===== src/rtl/bus_cmd_initiator.sv =====
// Initiator for the 4-bit address/data/valid/ack register bus.
// Takes one upstream command at a time and drives it onto the bus.
// It then waits for the responder's ack, or gives up after TIMEOUT_CYCLES.
// Read data returned alongside the ack is captured, and completion or
// timeout is reported upstream as single-cycle pulses.
module bus_cmd_initiator #(
    parameter int unsigned TIMEOUT_CYCLES = 15,
    parameter logic [3:0]  POSTED_ADDR    = 4'b0000,
    parameter logic [3:0]  QUERY_CODE     = 4'b1111
) (
    input  logic       clk,
    input  logic       rst,
    input  logic       cmd_valid,
    output logic       cmd_ready,
    input  logic [3:0] cmd_addr,
    input  logic [3:0] cmd_data,
    output logic [3:0] address,
    output logic [3:0] data,
    output logic       valid,
    input  logic       ack,
    input  logic [3:0] rsp_data,
    input  logic       rsp_valid,
    output logic [3:0] rd_data,
    output logic       rd_valid,
    output logic       cmd_done,
    output logic       timeout_err
);

    localparam logic [1:0] IDLE   = 2'b00;
    localparam logic [1:0] REQ    = 2'b01;
    localparam logic [1:0] POSTED = 2'b10;
    localparam logic [1:0] GAP    = 2'b11;

    // Last counter value before giving up; valid is then high TIMEOUT_CYCLES cycles.
    localparam logic [7:0] TO_LAST = 8'(TIMEOUT_CYCLES - 1);

    logic [1:0] state_q, state_d;
    logic [3:0] addr_q, addr_d;
    logic [3:0] data_q, data_d;
    logic       valid_q, valid_d;
    logic [7:0] cnt_q, cnt_d;
    logic [3:0] rd_data_q, rd_data_d;
    logic       rd_valid_q, rd_valid_d;
    logic       done_q, done_d;
    logic       to_q, to_d;

    // The query code only tells the responder to return data. Capture is
    // keyed on rsp_valid alone, so the initiator never decodes it.
    logic unused_query_code;
    assign unused_query_code = ^QUERY_CODE;

    // Next-state and output decode for the command FSM.
    always_comb begin
        state_d    = state_q;
        addr_d     = addr_q;
        data_d     = data_q;
        valid_d    = valid_q;
        cnt_d      = cnt_q;
        rd_data_d  = rd_data_q;
        rd_valid_d = 1'b0;
        done_d     = 1'b0;
        to_d       = 1'b0;
        case (state_q)
            IDLE: begin
                if (cmd_valid) begin
                    addr_d  = cmd_addr;
                    data_d  = cmd_data;
                    valid_d = 1'b1;
                    cnt_d   = 8'd0;
                    state_d = (cmd_addr == POSTED_ADDR) ? POSTED : REQ;
                end
            end
            POSTED: begin
                // The responder never acks this address, so it completes after one strobe.
                valid_d = 1'b0;
                done_d  = 1'b1;
                state_d = GAP;
            end
            REQ: begin
                // An ack takes priority over a timeout on the same edge.
                if (ack) begin
                    valid_d = 1'b0;
                    done_d  = 1'b1;
                    state_d = GAP;
                    if (rsp_valid) begin
                        rd_data_d  = rsp_data;
                        rd_valid_d = 1'b1;
                    end
                end else if (cnt_q == TO_LAST) begin
                    valid_d = 1'b0;
                    to_d    = 1'b1;
                    state_d = GAP;
                end else begin
                    cnt_d = cnt_q + 8'd1;
                end
            end
            GAP: begin
                // One idle bus cycle so the responder drops its ack before the next strobe.
                state_d = IDLE;
            end
            default: state_d = IDLE;
        endcase
    end

    // State and output registers; reset drops valid at once with no pulses.
    always_ff @(posedge clk or posedge rst) begin
        if (rst) begin
            state_q    <= IDLE;
            addr_q     <= 4'd0;
            data_q     <= 4'd0;
            valid_q    <= 1'b0;
            cnt_q      <= 8'd0;
            rd_data_q  <= 4'd0;
            rd_valid_q <= 1'b0;
            done_q     <= 1'b0;
            to_q       <= 1'b0;
        end else begin
            state_q    <= state_d;
            addr_q     <= addr_d;
            data_q     <= data_d;
            valid_q    <= valid_d;
            cnt_q      <= cnt_d;
            rd_data_q  <= rd_data_d;
            rd_valid_q <= rd_valid_d;
            done_q     <= done_d;
            to_q       <= to_d;
        end
    end

    assign cmd_ready   = (state_q == IDLE);
    assign address     = addr_q;
    assign data        = data_q;
    assign valid       = valid_q;
    assign rd_data     = rd_data_q;
    assign rd_valid    = rd_valid_q;
    assign cmd_done    = done_q;
    assign timeout_err = to_q;

endmodule


===== config.mk =====
export PLATFORM = sky130hd
export DESIGN_NAME = bus_cmd_initiator
export DESIGN_NICKNAME = d
export VERILOG_FILES = /design/src/rtl/bus_cmd_initiator.sv
export SDC_FILE = /design/constraint.sdc
export NUM_CORES = 1
export LEC_CHECK = 0
export ABC_AREA = 1
export ABC_CLOCK_PERIOD_IN_PS = 2600
export BUFFER_PORTS_ARGS = -buffer_cell sky130_fd_sc_hd__buf_4
export CORE_AREA = 3 3 53 55
export DETAILED_ROUTE_END_ITERATION = 12
export DIE_AREA = 0 0 56 58
export PLACE_DENSITY = 0.87
export SLEW_MARGIN = 20
export SYNTH_ARGS = -nofsm -noshare
export SYNTH_HDL_FRONTEND = slang
export SYNTH_SLANG_ARGS = --single-unit

===== constraint.sdc =====
create_clock -name clk -period 2.6 [get_ports clk]
set_clock_uncertainty 0.1 [all_clocks]
set_input_delay 0.39 -clock clk [delete_from_list [all_inputs] [get_ports clk]]
set_output_delay 0.39 -clock clk [all_outputs]
set_load 0.01 [all_outputs]

==> key figures <==
Run status
  – Status: complete, no violations

Detailed routing
  – Detailed Route WL: 2750 µm
  – DR vias/cell: 5.057
  – Max layer used: met4
  – DR WL met2: 1404 µm
  – M1 wire length: 1150 µm
  – TritonRoute pass-1 iters: 4
  – Post-DRT Antenna Nets: 0
  – Met3 WL: ~160 µm
  – DR vias: 1153
  – Wire length per cell: 12.06 µm
  – Initial DRC count: 35
  – DR DRC count: 0

Clock tree
  – Max H-tree Level: 1
  – Reg clk slew, reported paths: around 130 ps
  – Root buf cell: clkbuf_4
  – Worst-case clock buffer depth: 2
  – Hold Buf Count CTS: 0
  – CTS Buf Count: 3
  – Post-CTS Setup Inserts: 0
  – Worst-Skew Late Latency: 320 ps
  – Clock Sinks: 26
  – TritonCTS clock tree: done
  – Post-CTS sizing: 0

Synthesis
  – Synth top area share: 48.51%
  – Synth area leaders: dfrtp_1, nand2_1, ha_1
  – Yosys top cell by area: dfrtp_1
  – Synth Instances: 163
  – Avg Synthesized Cell Area: 8.229 µm²
  – Syn nets: approximately 190
  – Yosys synthesis warning count: 0
  – Netlist cell types: 18
  – Register area share after synthesis: 48.51%
  – Cell Area, Synth: between 1000 and 1500 µm²
  – Number of synthesized register bits: 26

Critical path
  – CP required: 2720 ps
  – Critical Path Fanout Max: 11
  – CP delay by family, top: simple AND/OR/NAND/NOR gates
  – Critical path cell sequence: inv_1 -> ha_1 -> nand2_1 -> nand2_1 -> nor2_1 -> nand2_1 -> inv_1 -> nand2_1 -> o21ai_1
  – Cell mode on critical path: nand2_1
  – CP startpoint: state_q[1]
  – Crit path buf inv count: 2
  – R2R Path Start: state_q[1]
  – Slowest cell on crit path: dfrtp_1
  – Setup crit end kind: register
  – Worst setup path class: register to register
  – CP max stage delay: about 440 ps
  – Startpoint types: register
  – CP Data Arrival Time: 2110 ps

Finish
  – Antenna cells: 0
  – Fillcell total: ~200
  – Share of post-route cells with drive strength above 1: 23.23%
  – Layout area overhead: 22.48%
  – Count of nets after finishing: 223
  – Area occupied by multi-input gates: about 580 µm²
  – Area occupied by registers: 650.6 µm²
  – Final Non-Filler Cells: 228

Floorplan
  – Die Area: 3248 µm²
  – IO Pins: 34
  – Die Ht: ~58 µm
  – Starting Density: ~55%
  – FP Rows: 18
  – Chip Width: 56 µm
  – Core Region: between 2000 and 2500 µm²

Place
  – Placer Congestion: 0.8572
  – Port bufs: 33
  – Post-detail-place hpwl: 2229 µm
  – Placed insts: about 220

Power
  – Pwr dens: roughly 960 nW/µm²
  – Max rail drop VDD: 681.9 µV
  – P_leak: 0.9025 nW

Job
  – Max Cap Violations: 0

STA
  – Minimum clock period: 1989 ps
  – RSZ-0062 raised after global routing: false
  – Final period util: 76.52%
  – Setup TNS: 0 ps
  – Max-slew violations: 0
  – Fmax: 0.5027 GHz
  – Final hold vios: 0
  – Final setup viols: 0
  – Slew @ Worst Pin: a little under 400 ps
  – Slew HR: 73.79%

Worst hold path
  – Hold Path Class: primary input to asynchronous set/reset pin

Global routing
  – Gr ovfl total: 0
  – Initial antenna violation count: 0
  – Largest net degree at the start of global routing: 27
  – First-pass GRT wire length: approximately 4800 µm
  – Vias in the first global route: roughly 1100
  – Global Route Usage Sum: 18.57%
final timing paths:
path / end / slack, ps / depth (start not counted)
max: cnt_q[4] / 610 / 9
min: state_q[1] / 3 / 3
max reg2reg: cnt_q[4] / 610 / 9
min reg2reg: rd_data[1] / 400 / 2
min in group clk: timeout_err / 130 / 2
max in group asynchronous: cnt_q[3] / 2160 / 3
cells in the final DEF (no fill, tap or decap), drive strengths merged:
master	synthesis	layout
inv	21	21
ha	7	7
mux2i	1	1
o21ai	12	12
xor2	1	1
nand2	57	57
nor3b	1	1
dfrtp	26	26
buf	3	34
mux2	4	4
a21oi	1	1
nor2	16	16
clkbuf	0	4
nand3	9	9
nand4	3	3
o21bai	1	1
area by class of cell:
| type | instances | share of cell area (%) |
|---|---|---|
| clock buffer | 4 | 2.209 |
| timing repair buffer | 34 | 15.54 |
| sequential | 26 | 39.60 |
| multi-input combinational | 113 | 35.57 |
| inverter | 21 | 4.798 |
| tap | 30 | 2.285 |
where the power goes:
group / switching [mW] / internal, mW
clock: 0.115 / 0.0857
combinational: 0.427 / 0.321
sequential: 0.0850 / 0.537
synthesized netlist by cell type:
| cell type | instances |
|---|---|
| o21ai_1 | 2 |
| nor3b_1 | 1 |
| nand4_1 | 3 |
| nand2_1 | 57 |
| buf_2 | 1 |
| mux2i_1 | 1 |
| ha_1 | 7 |
| xor2_1 | 1 |
| nor2_1 | 16 |
| dfrtp_1 | 26 |
| mux2_2 | 4 |
| nand3_1 | 9 |
| inv_1 | 21 |
| a21oi_1 | 1 |
| buf_6 | 2 |
| o21ai_2 | 4 |
| o21bai_1 | 1 |
| o21ai_0 | 6 |
per-layer routing:
layer | up-vias | GRT usage [%]
li1 | 577 | -
met1 | 536 | 22.11
met2 | 33 | 33.22
met3 | 7 | 4.009
met4 | 0 | 6.780
met5 | - | 0
kinds of logic (layout without fill, tap and decap cells):
kind of cell               count (synthesis)  in the layout  synth area share [%]
and+or+nand+nor                           86             86                 25.75
buffers and inverters                     24             59                 7.929
AOI/OAI and AO/OA                         14             14                 6.530
xor gates and xnor gates                   1              1                0.6531
DFF                                       26             26                 48.51
muxes                                      5              5                 4.104
adders and majority gates                  7              7                 6.530
sequential cells by signal (all words and copies together), names as in the netlist:
name and count:
address 4, cmd_done 1, cnt_q 8, data 4
rd_data 4, rd_valid 1, state_q 2, timeout_err 1
valid 1
through the flow:
step	hold WS, ps	util, %	total power [mW]	cell area [µm²]	worst slack, ps
3_5_place_dp	366.1	66.05	1.382	1607	636.6
3_3_place_gp	360.8	66.05	1.333	1607	759.8
4_1_cts	13.22	67.54	1.582	1643	622.6
6_report	2.522	67.54	1.571	1643	610.6
5_1_grt	23.30	67.54	1.701	1643	361.2
2_1_floorplan	330.0	-	1.114	1341	1037
worst register-to-register path, stage by stage, from the launching register on:
cell and delay [ps]:
dfrtp_1 440, inv_1 120, ha_1 340, nand2_1 120, nand2_1 80, nor2_1 50
nand2_1 310, inv_1 180, nand2_1 100, o21ai_1 60
No activity file was read; power rests on OpenSTA's default activity.
